$ cat config.mk
export PLATFORM = sky130hd
export DESIGN_NAME = modmul_feed_2131
export DESIGN_NICKNAME = d
export VERILOG_FILES = /design/src/rtl/barret_2131_pkg.sv /design/src/rtl/modmul_feed_2131.sv
export SDC_FILE = /design/constraint.sdc
export NUM_CORES = 1
export LEC_CHECK = 0
export ABC_CLOCK_PERIOD_IN_PS = 5700
export CORE_ASPECT_RATIO = 1.25
export CORE_MARGIN = 8
export CORE_UTILIZATION = 30
export DETAILED_ROUTE_END_ITERATION = 8
export PLACE_DENSITY = 0.51
export SLEW_MARGIN = 20
export SYNTH_ARGS = -nofsm -noshare
export SYNTH_HDL_FRONTEND = slang
export SYNTH_SLANG_ARGS = --single-unit
$ cat constraint.sdc
create_clock -name clk -period 5.7 [get_ports clk]
set_clock_uncertainty 0.05 [all_clocks]
set_input_delay 1.14 -clock clk [delete_from_list [all_inputs] [get_ports clk]]
set_output_delay 1.14 -clock clk [all_outputs]
set_load 0.005 [all_outputs]
$ cat src/rtl/barret_2131_pkg.sv
// Shared constants and FSM encoding for the mod-2131 multiplier feeding the
// Barrett reducer.
package barret_2131_pkg;

   localparam int Q      = 2131;
   localparam int W_OP   = 12;
   localparam int W_PROD = 23;
   localparam int CNT_W  = $clog2(W_OP);

   typedef enum logic [1:0] {
      IDLE = 2'd0,
      MUL  = 2'd1,
      HOLD = 2'd2
   } state_t;

endpackage

$ cat src/rtl/modmul_feed_2131.sv
// Sequential shift-add multiplier: forms a*b over exactly W_OP cycles and holds
// the product under valid/ready for the downstream barret_for_2131 reducer.
// Optional feature: define MODMUL_FEED_RANGE_CHECK_EN to flag out-of-range
// operands (product forced to 0, range_err raised while the result is held).
module modmul_feed_2131
   import barret_2131_pkg::state_t;
   import barret_2131_pkg::IDLE;
   import barret_2131_pkg::MUL;
   import barret_2131_pkg::HOLD;
#(
   parameter int Q      = barret_2131_pkg::Q,
   parameter int W_OP   = barret_2131_pkg::W_OP,
   parameter int W_PROD = barret_2131_pkg::W_PROD
) (
   input  logic              clk,
   input  logic              rst_n,
   input  logic              in_valid,
   output logic              in_ready,
   input  logic [W_OP-1:0]   a,
   input  logic [W_OP-1:0]   b,
   output logic              out_valid,
   input  logic              out_ready,
   output logic [W_PROD-1:0] product,
   output logic              range_err
);

   localparam int CW = $clog2(W_OP);

   // The modulus must fit the operand width, otherwise residues are not representable.
   if (Q > (1 << W_OP)) begin : g_bad_q
      $error("modmul_feed_2131: Q does not fit in W_OP bits");
   end
   if (W_PROD < 2 * W_OP - 1) begin : g_bad_prod
      $error("modmul_feed_2131: W_PROD too narrow for in-range products");
   end

   state_t            state, state_nxt;
   logic [W_PROD-1:0] a_sh;
   logic [W_OP-1:0]   b_sh;
   logic [W_PROD-1:0] acc;
   logic [CW-1:0]     cnt;
   logic              accept;
   logic              deliver;
   logic              last_iter;
   logic              err_q;

   assign accept    = in_valid && (state == IDLE);
   assign deliver   = out_ready && (state == HOLD);
   assign last_iter = (cnt == CW'(W_OP - 1));

   // State register; reset abandons any in-flight operation.
   always_ff @(posedge clk or negedge rst_n) begin
      if (!rst_n) state <= IDLE;
      else        state <= state_nxt;
   end

   // Next-state logic and handshake decodes (pure functions of registered state).
   always_comb begin
      state_nxt = state;
      in_ready  = 1'b0;
      out_valid = 1'b0;
      case (state)
         IDLE: begin
            in_ready = 1'b1;
            if (in_valid) state_nxt = MUL;
         end
         MUL: begin
            if (last_iter) state_nxt = HOLD;
         end
         HOLD: begin
            out_valid = 1'b1;
            if (out_ready) state_nxt = IDLE;
         end
         default: state_nxt = IDLE;
      endcase
   end

   // Shift-add datapath: one multiplier bit per MUL cycle, no early exit.
   always_ff @(posedge clk or negedge rst_n) begin
      if (!rst_n) begin
         a_sh <= '0;
         b_sh <= '0;
         acc  <= '0;
         cnt  <= '0;
      end else if (accept) begin
         a_sh <= W_PROD'(a);
         b_sh <= b;
         acc  <= '0;
         cnt  <= '0;
      end else if (state == MUL) begin
         if (b_sh[0]) acc <= acc + a_sh;
         a_sh <= a_sh << 1;
         b_sh <= b_sh >> 1;
         cnt  <= cnt + 1'b1;
      end
   end

`ifdef MODMUL_FEED_RANGE_CHECK_EN
   // Remember an out-of-range operand from accept until the result is consumed.
   always_ff @(posedge clk or negedge rst_n) begin
      if (!rst_n)       err_q <= 1'b0;
      else if (accept)  err_q <= (a >= W_OP'(Q)) || (b >= W_OP'(Q));
      else if (deliver) err_q <= 1'b0;
   end
`else
   // No range check: out-of-range operands are a caller error.
   assign err_q = 1'b0;
`endif

   // Product is only exposed in HOLD so partial sums never reach the reducer.
   always_comb begin
      product   = '0;
      range_err = 1'b0;
      if (state == HOLD) begin
         range_err = err_q;
         product   = err_q ? '0 : acc;
      end
   end

endmodule

==> Word level (Yosys, flattened, before mapping) <==
Cells that the tools add are included.
{ "classes": {"n_eq_ne": 6, "n_mux": 16, "n_reduce_logical": 6, "add_sub_neg": 2} }
{ "op_table": {"columns": ["operator", "n"], "rows": [
  ["two-way mux 23 bit", 6],
  ["two-way mux 12 bit", 2],
  ["adder 23 bit", 1],
  ["two-way mux 4 bit", 2],
  ["two-way mux 2 bit", 3],
  ["!= test 2 bit (second input constant)", 3],
  ["one-hot mux 2 bit (3 select lines)", 1],
  ["adder 4 x 1 -> 4 bit (second input constant)", 1],
  ["== test 4 bit (second input constant)", 1],
  ["nonzero test 2 bit", 2],
  ["AND reduction 3 bit", 1],
  ["== test 2 x 1 -> 1 bit (second input constant)", 1],
  ["== test 2 bit (second input constant)", 1],
  ["logical NOT 2 bit", 1],
  ["two-way mux 1 bit", 2],
  ["AND reduction 2 bit", 1],
  ["logical AND 1 bit", 1]
]} }
{ "totals": {"ff_bits": 64, "inputBits": 28, "output_inout_bits": 26} }

==> Depth between registers and ports, before layout <==
Gate-level depths: netlist (run 1).
{ "depth": {"ltp_word": 4, "ltp_mapped": 10} }

==> Least setup slack after synthesis (run 1) <==
No wires, ideal clock.
{ "synth_path": {"path_type": "register to register", "startpoint": "register a_sh[0]", "endpoint": "register acc[22]", "n_path_buf": 0, "path_stages_with_launch": 11, "t_arrival_ns": 2.170, "setup_time_ns": 0.079, "slack_ns": 3.401, "required_ns": 5.571, "period_less_slack_ns": 2.299, "cell_sequence": "dfrtp_1 -> ha_1 -> inv_1 -> fa_1 -> nand2b_1 -> a21oi_1 -> nor2_1 -> o31ai_2 -> nand3_1 -> a31oi_1 -> mux2i_1"} }
{ "synth_via": {"elab_chain_len": 4} }
{ "synth_lines": {"columns": ["element", "line_no", "rtl"], "rows": [
  ["start: declaration", "modmul_feed_2131.sv:38", "logic [W_PROD-1:0] a_sh;"],
  ["start signal: assignment", "modmul_feed_2131.sv:86", "a_sh <= W_PROD'(a);"],
  ["start signal: assignment", "modmul_feed_2131.sv:92", "a_sh <= a_sh << 1;"],
  ["adder 23 bit", "modmul_feed_2131.sv:91", "if (b_sh[0]) acc <= acc + a_sh;"],
  ["two-way mux 23 bit", "modmul_feed_2131.sv:91", null],
  ["two-way mux 23 bit", "modmul_feed_2131.sv:90", "end else if (state == MUL) begin"],
  ["two-way mux 23 bit", "modmul_feed_2131.sv:85", "end else if (accept) begin"],
  ["end signal: assignment", "modmul_feed_2131.sv:91", null],
  ["end: declaration", "modmul_feed_2131.sv:40", "logic [W_PROD-1:0] acc;"]
]} }
Every way passes these cells. The select of a mux whose other input is x is not followed.
A chain may end at the register's enable or synchronous reset.

==> Worst setup path after layout (run 1) <==
{ "layout_path": {"startpoint": "register state[1]", "endpoint": "output port product[7]"} }
{ "layout_via": {"elab_chain_len": 2} }
{ "layout_lines": {"columns": ["element", "line_no", "rtl"], "rows": [
  ["start: declaration", "modmul_feed_2131.sv:37", "state_t state, state_nxt;"],
  ["start signal: assignment", "modmul_feed_2131.sv:54", "else state <= state_nxt;"],
  ["== test 2 bit", "modmul_feed_2131.sv:114", "if (state == HOLD) begin"],
  ["two-way mux 23 bit", "modmul_feed_2131.sv:114", null],
  ["end: declaration", "modmul_feed_2131.sv:23", "output logic [W_PROD-1:0] product,"]
]} }
Every way passes these cells.

==> flow_metrics.tcl, run 1 <==
set metrics [dict create \
    track_usage_pct 12.93 \
    endpoint_kind "output pin" \
    required_ns 4.51 \
    crit_chain "nor2b_1 -> buf_4 -> and2_1 -> clkdlybuf4s50_1" \
    cts_sinks 64 \
    htree_levels 3 \
    finalHoldViolCount 0 \
    routed_wirelength_mm 10.01 \
    hpwl_mm 7.398 \
    setup_violations 0 \
    cts.repair.resized 0 \
    netlist.area_leader.share_pct 42.16 \
    timing.rr.start "acc[0]$_DFFE_PN0P_" \
    synth_edf_count 0 \
    gr-total-overflow 0 \
    whs_ns 0.4269 \
    post_cts_buffers 0 \
    synth_nets 494 \
    ys_top_cells_by_count "nand2_1 (115), dfrtp_1 (64), o21ai_0 (45)" \
    portBuffers 52 \
    fmax_mhz 313.9 \
    worstMarginPinSlew_ns 0.8980 \
    drt_iter0_drc 135 \
    drc_errors 0 \
    max-clock-path-buffers 2 \
    slew_headroom_pct 39.99 \
    grt_antenna_before_repair 0 \
    ys.flop_type "dfrtp_1" \
    worstSetupPathType "flop to output pin" \
    cts_buffers 9 \
    worstSetupStartpoint "state[1]$_DFFE_PN0P_" \
    dieArea_um2 16540 \
    diodes 0 \
    min_period_ns 3.185 \
    fin_nets 542 \
    ys_types 46 \
    gp_congestion 0.9184 \
    grt_max_degree 54 \
    cp-start-kind "flop" \
    synth_area_leaders "dfrtp_1 (42%), nand2_1 (11%), ha_1 (7.6%)" \
    syn2layout_area_growth_pct 26.28 \
    clock-root-buffer "clkbuf_16" \
    hold_path_class "flop to flop" \
    clkLatencyLatePin_ns 0.33 \
    fin_setup_tns_ns 0 \
    ant_nets 0 \
    yosysMostFrequentCell "nand2_1" \
    die_h_um 141.8 \
    cp_max_fo 23 \
    drt-vias-per-instance 4.941 \
    ys_seq_elements 64 \
    reg2reg_to "acc[22]$_DFFE_PN0P_" \
    drv_cap 0 \
    avgSynthCellArea_um2 8.594 \
    hold_depth 1 \
    ir_drop_mv 0.1640 \
    cts_tree "yes" \
    cp.arrival_ns 2.00 \
    cpMaxStageDelayCell "clkdlybuf4s50_1" \
    ios 54 \
    wl_per_cell_um 15.10 \
    post-route-period-util_pct 55.88 \
    outcome "complete, no violations" \
    rsz0062_at_grt "no" \
    slowest_delay_ns 0.50 \
    grt_pass1_vias 3382 \
    final-max-slew-violation-count 0 \
    synth_area_um2 3799 \
    clk_pin_slew_worst_paths_ns 0.06 \
    dr.pass1.iters 4 \
    grt_pass1_wl_mm 16.66 \
    final_core_util_pct 38.23 \
    async_reset_ff_share_pct 100.0 \
    start_util_pct 30.28 \
    yosysTopAreaCell "dfrtp_1" \
    cellLeakagePower_nw 2.107 \
    reg2reg_depth 10 \
    cts.hold.buffers_added 0 \
    rrSetupSlack_ns 2.82 \
    core_um2 12550 \
    via_count 3276 \
    p_per_area_nw_per_um2 548.9 \
    crit_end "product[7]" \
    ys_seq_area_share_pct 42.16 \
    die_w_um 116.6 \
    ys.warnings.count 0 \
    synth_cells 442 \
    drive_above_1_share_pct 5.657 \
    num_rows 46 \
]
==> final cells by class <==
cell class / count / area, um^2
clock inverters: 3 / 65.06
clock buffers: 13 / 250.2
well taps: 168 / 210.2
multi-input cells: 352 / 2091
flip-flops and latches: 64 / 1602
fillers: 1343 / 7750
repair buffers: 58 / 560.5
inverters: 5 / 18.77
==> where the power goes <==
group,internal (mW),total [mW],switching [mW]
clock network,0.394,0.588,0.194
logic,0.489,1.24,0.749
registers,0.653,0.807,0.154
==> placed cells by master, fill, tap and decap left out, types with 10 or more instances in the layout <==
cell type | netlist | layout
a21oi_1 | 26 | 26
a22oi_1 | 21 | 21
and2_1 | 27 | 27
clkdlybuf4s50_1 | 0 | 51
dfrtp_1 | 64 | 64
ha_1 | 23 | 23
nand2_1 | 115 | 115
nor2_1 | 17 | 17
o21ai_0 | 45 | 45
xor2_1 | 10 | 10
==> metal layers <==
| layer | share of wire (%) | vias up | GRT usage [%] |
|---|---|---|---|
| met2 | 49 | 77 | 21.77 |
| met4 | 2.7 | 0 | 6.419 |
| li1 | - | 1641 | - |
| met1 | 44 | 1537 | 15.40 |
| met5 | 0 | - | 0 |
| met3 | 4.8 | 21 | 2.297 |
==> worst min-delay path by stage <==
stage	from	to	slack (ns)
after global routing	b_sh[9]$_DFFE_PN0P_	b_sh[9]$_DFFE_PN0P_	0.46
after detailed placement	b_sh[2]$_DFFE_PN0P_	b_sh[2]$_DFFE_PN0P_	0.41
after floorplan	acc[22]$_DFFE_PN0P_	acc[22]$_DFFE_PN0P_	0.39
after CTS	b_sh[2]$_DFFE_PN0P_	b_sh[2]$_DFFE_PN0P_	0.43
final	acc[22]$_DFFE_PN0P_	acc[22]$_DFFE_PN0P_	0.43
after global placement	b_sh[6]$_DFFE_PN0P_	b_sh[6]$_DFFE_PN0P_	0.41
==> sequential cells by signal (all words and copies together), names as in the netlist <==
register and count:
a_sh 23, acc 23, b_sh 12, cnt 4, state 2
==> logic make-up (layout without fill, tap and decap cells) <==
logic type	count (synthesis)	in the layout	synth area share (%)
flip-flops	64	64	42.16
AND/OR/NAND/NOR	186	186	21.74
other	1	1	0.09872
XOR/XNOR	19	19	4.381
AO/OA/AOI/OAI	121	121	20.39
adder cells (fa/ha/maj)	24	24	8.103
multiplexers	1	1	0.2635
buffers and inverters	26	79	2.866
==> metrics by stage <==
stage | total power, mW | setup slack, ns | instance area [um^2] | std cells
5_1_grt | 2.878 | 2.361 | 4797 | 663
6_report | 2.633 | 2.515 | 4797 | 663
2_1_floorplan | 1.733 | 3.401 | 3799 | 442
3_5_place_dp | 2.063 | 2.789 | 4482 | 647
4_1_cts | 2.661 | 2.440 | 4797 | 663
3_3_place_gp | 2.026 | 2.811 | 4482 | 647
==> worst max-delay path: cells and delay by family, from the launching register on <==
| kind | cells | cell delay (ns) |
|---|---|---|
| flops | 1 | 0.38 |
| simple gates | 2 | 0.48 |
| buf+inv | 2 | 0.79 |
(Power assumes the default switching activity.)
==> inputs of run 2 (changes only) <==
ABC_CLOCK_PERIOD_IN_PS = 3350   (was 5700)
clock period = 3.35 ns   (was 5.7 ns; I/O delays follow)
==> run 2 against run 1 <==
Compared with the run above:
- sequential power rose by 69%
- clock power rose by 46%
- worst setup slack got worse by 1.8 ns
- wire length fell by 1.0%
- largest power group unchanged
- utilization fell by 0.17 points
- flip-flop and latch count did not move
- power rose by 64%
- die area did not move
- global-route usage fell by 0.17 points
- non-clock buffer count rose by 1
- final cell count rose by 0.15%
- critical path type unchanged
- clock-buffer cell count fell by 3
==> flow_metrics.tcl, run 2 (synthesis gave the netlist of run 1 again) <==
set metrics [dict create \
    cts_tree "yes" \
    cp_num_buf_inv 2 \
    final_common_cell "nand2_1" \
    track_usage_pct 12.76 \
    grt_max_degree 59 \
    drc_errors 0 \
    slew_headroom_pct 39.99 \
    final_cell_mix "nand2_1 (115), dfrtp_1 (64), clkdlybuf4s50_1 (51), o21ai_0 (45), and2_1 (27)" \
    fin_nets 543 \
    reg_top3 "a_sh (23), acc (23), b_sh (12)" \
    grt_pass1_vias 3365 \
    min_period_ns 2.668 \
    max-clock-path-buffers 2 \
    rsz0062_at_grt "no" \
    crit_cells 4 \
    timing.rr.start "a_sh[0]$_DFFE_PN0P_" \
    die_w_um 116.6 \
    required_ns 2.63 \
    fmax_mhz 374.8 \
    cp_max_fo 24 \
    setup_violations 0 \
    fin_ws_ns 0.6817 \
    core_um2 12550 \
    num_rows 46 \
    crit_chain "nor2b_1 -> buf_4 -> and2_1 -> clkdlybuf4s50_1" \
    drive_above_1_share_pct 6.452 \
    die_h_um 141.8 \
    crit_end "product[0]" \
    ios 54 \
    drt-vias-per-instance 4.860 \
    routed_wirelength_mm 9.904 \
    reg2reg_depth 10 \
    drt_iter0_drc 115 \
    cts_sinks 64 \
    comb_power_share_pct 48.8 \
    clk_pin_slew_worst_paths_ns 0.05 \
    top_layer "met4" \
    worstSetupStartpoint "state[1]$_DFFE_PN0P_" \
    drt-met1-wl_mm 4.450 \
    hold_path_class "input port to async pin" \
    cp-start-kind "flop" \
    final-max-slew-violation-count 0 \
    reg2reg_to "acc[22]$_DFFE_PN0P_" \
    rrSetupSlack_ns 0.73 \
    wl_per_cell_um 14.92 \
    dr.pass1.iters 4 \
    worstMarginPinSlew_ns 0.8980 \
    grt_antenna_before_repair 0 \
    cts.repair.resized 0 \
    htree_levels 3 \
    fin_setup_tns_ns 0 \
    p_seq_share_pct 31.4 \
    path_delay_family "buffers and inverters" \
    endpoint_kind "output pin" \
    p_per_area_nw_per_um2 905.0 \
    fillCellCount 1318 \
    dpl_worst_slack_ns 0.7236 \
    hpwl_mm 6.971 \
    ir_drop_mv 0.2927 \
    ant_nets 0 \
    finalHoldViolCount 0 \
    post-route-period-util_pct 79.65 \
    dieArea_um2 16540 \
    gr-total-overflow 0 \
    syn2layout_area_growth_pct 25.72 \
    gp_congestion 0.8635 \
    cts.hold.buffers_added 0 \
    multiInputGateArea_um2 2091 \
    met3WireLength_um 346 \
    outcome "complete, no violations" \
    cellLeakagePower_nw 2.097 \
    clock-root-buffer "clkbuf_16" \
    final_core_util_pct 38.06 \
    cts_buffers 9 \
    post_cts_buffers 0 \
    via_count 3227 \
    drv_cap 0 \
    cp.arrival_ns 1.95 \
    grt_pass1_wl_mm 16.61 \
    diodes 0 \
    clkLatencyLatePin_ns 0.33 \
    portBuffers 52 \
    wl_met2_mm 4.928 \
    clkPwrFrac_pct 19.8 \
    p_switching_mw 1.859 \
    worstSetupPathType "flop to output pin" \
    cpMaxStageDelayCell "clkdlybuf4s50_1" \
    swShare_pct 43.02 \
    start_util_pct 30.28 \
    ff_latch_area_um2 1602 \
    slowest_delay_ns 0.52 \
    p_int_mw 2.463 \
]
[run 2: per-layer routing]
metal,GRT usage (%),up-vias
met5,0,-
met4,5.811,0
met3,2.212,11
met2,21.80,49
met1,15.16,1526
li1,-,1641
[run 2: worst min-delay path by stage]
stage,end,slack [ns],from,depth (start not counted)
finish,a_sh[9]$_DFFE_PN0P_,0.13,rst_n,1
global route,a_sh[10]$_DFFE_PN0P_,0.14,rst_n,1
CTS,a_sh[10]$_DFFE_PN0P_,0.13,rst_n,1
detailed placement,acc[22]$_DFFE_PN0P_,0.41,acc[22]$_DFFE_PN0P_,1
global placement,acc[22]$_DFFE_PN0P_,0.41,acc[22]$_DFFE_PN0P_,1
floorplan,a_sh[0]$_DFFE_PN0P_,0.32,rst_n,0
[run 2: through the flow]
step           power, mW  hold WS (ns)  cells  cell area [um^2]
6_report           4.322        0.1336    664              4776
5_1_grt            4.724        0.1365    664              4776
4_1_cts            4.356        0.1293    664              4776
3_5_place_dp       3.478        0.4140    648              4502
3_3_place_gp       3.456        0.4078    648              4502
2_1_floorplan      2.948        0.3244    442              3799
[run 2: cell type report]
class                      instances  share of cell area, %
sequential                        64                  33.53
clock buffer                      10                  5.004
inverter                           5                 0.3930
tap                              168                  4.401
multi-input combinational        352                  43.78
clock inverter                     6                 0.7336
timing repair buffer              59                  12.16
[run 2: power by group through the flow]
stage | Sequential (mW) | Clock, mW | Combinational, mW
floorplan | 1.29 | 0 | 1.66
global placement | 1.36 | 0 | 2.09
detailed placement | 1.37 | 0 | 2.11
CTS | 1.36 | 0.881 | 2.11
global route | 1.41 | 0.917 | 2.39
finish | 1.36 | 0.858 | 2.11
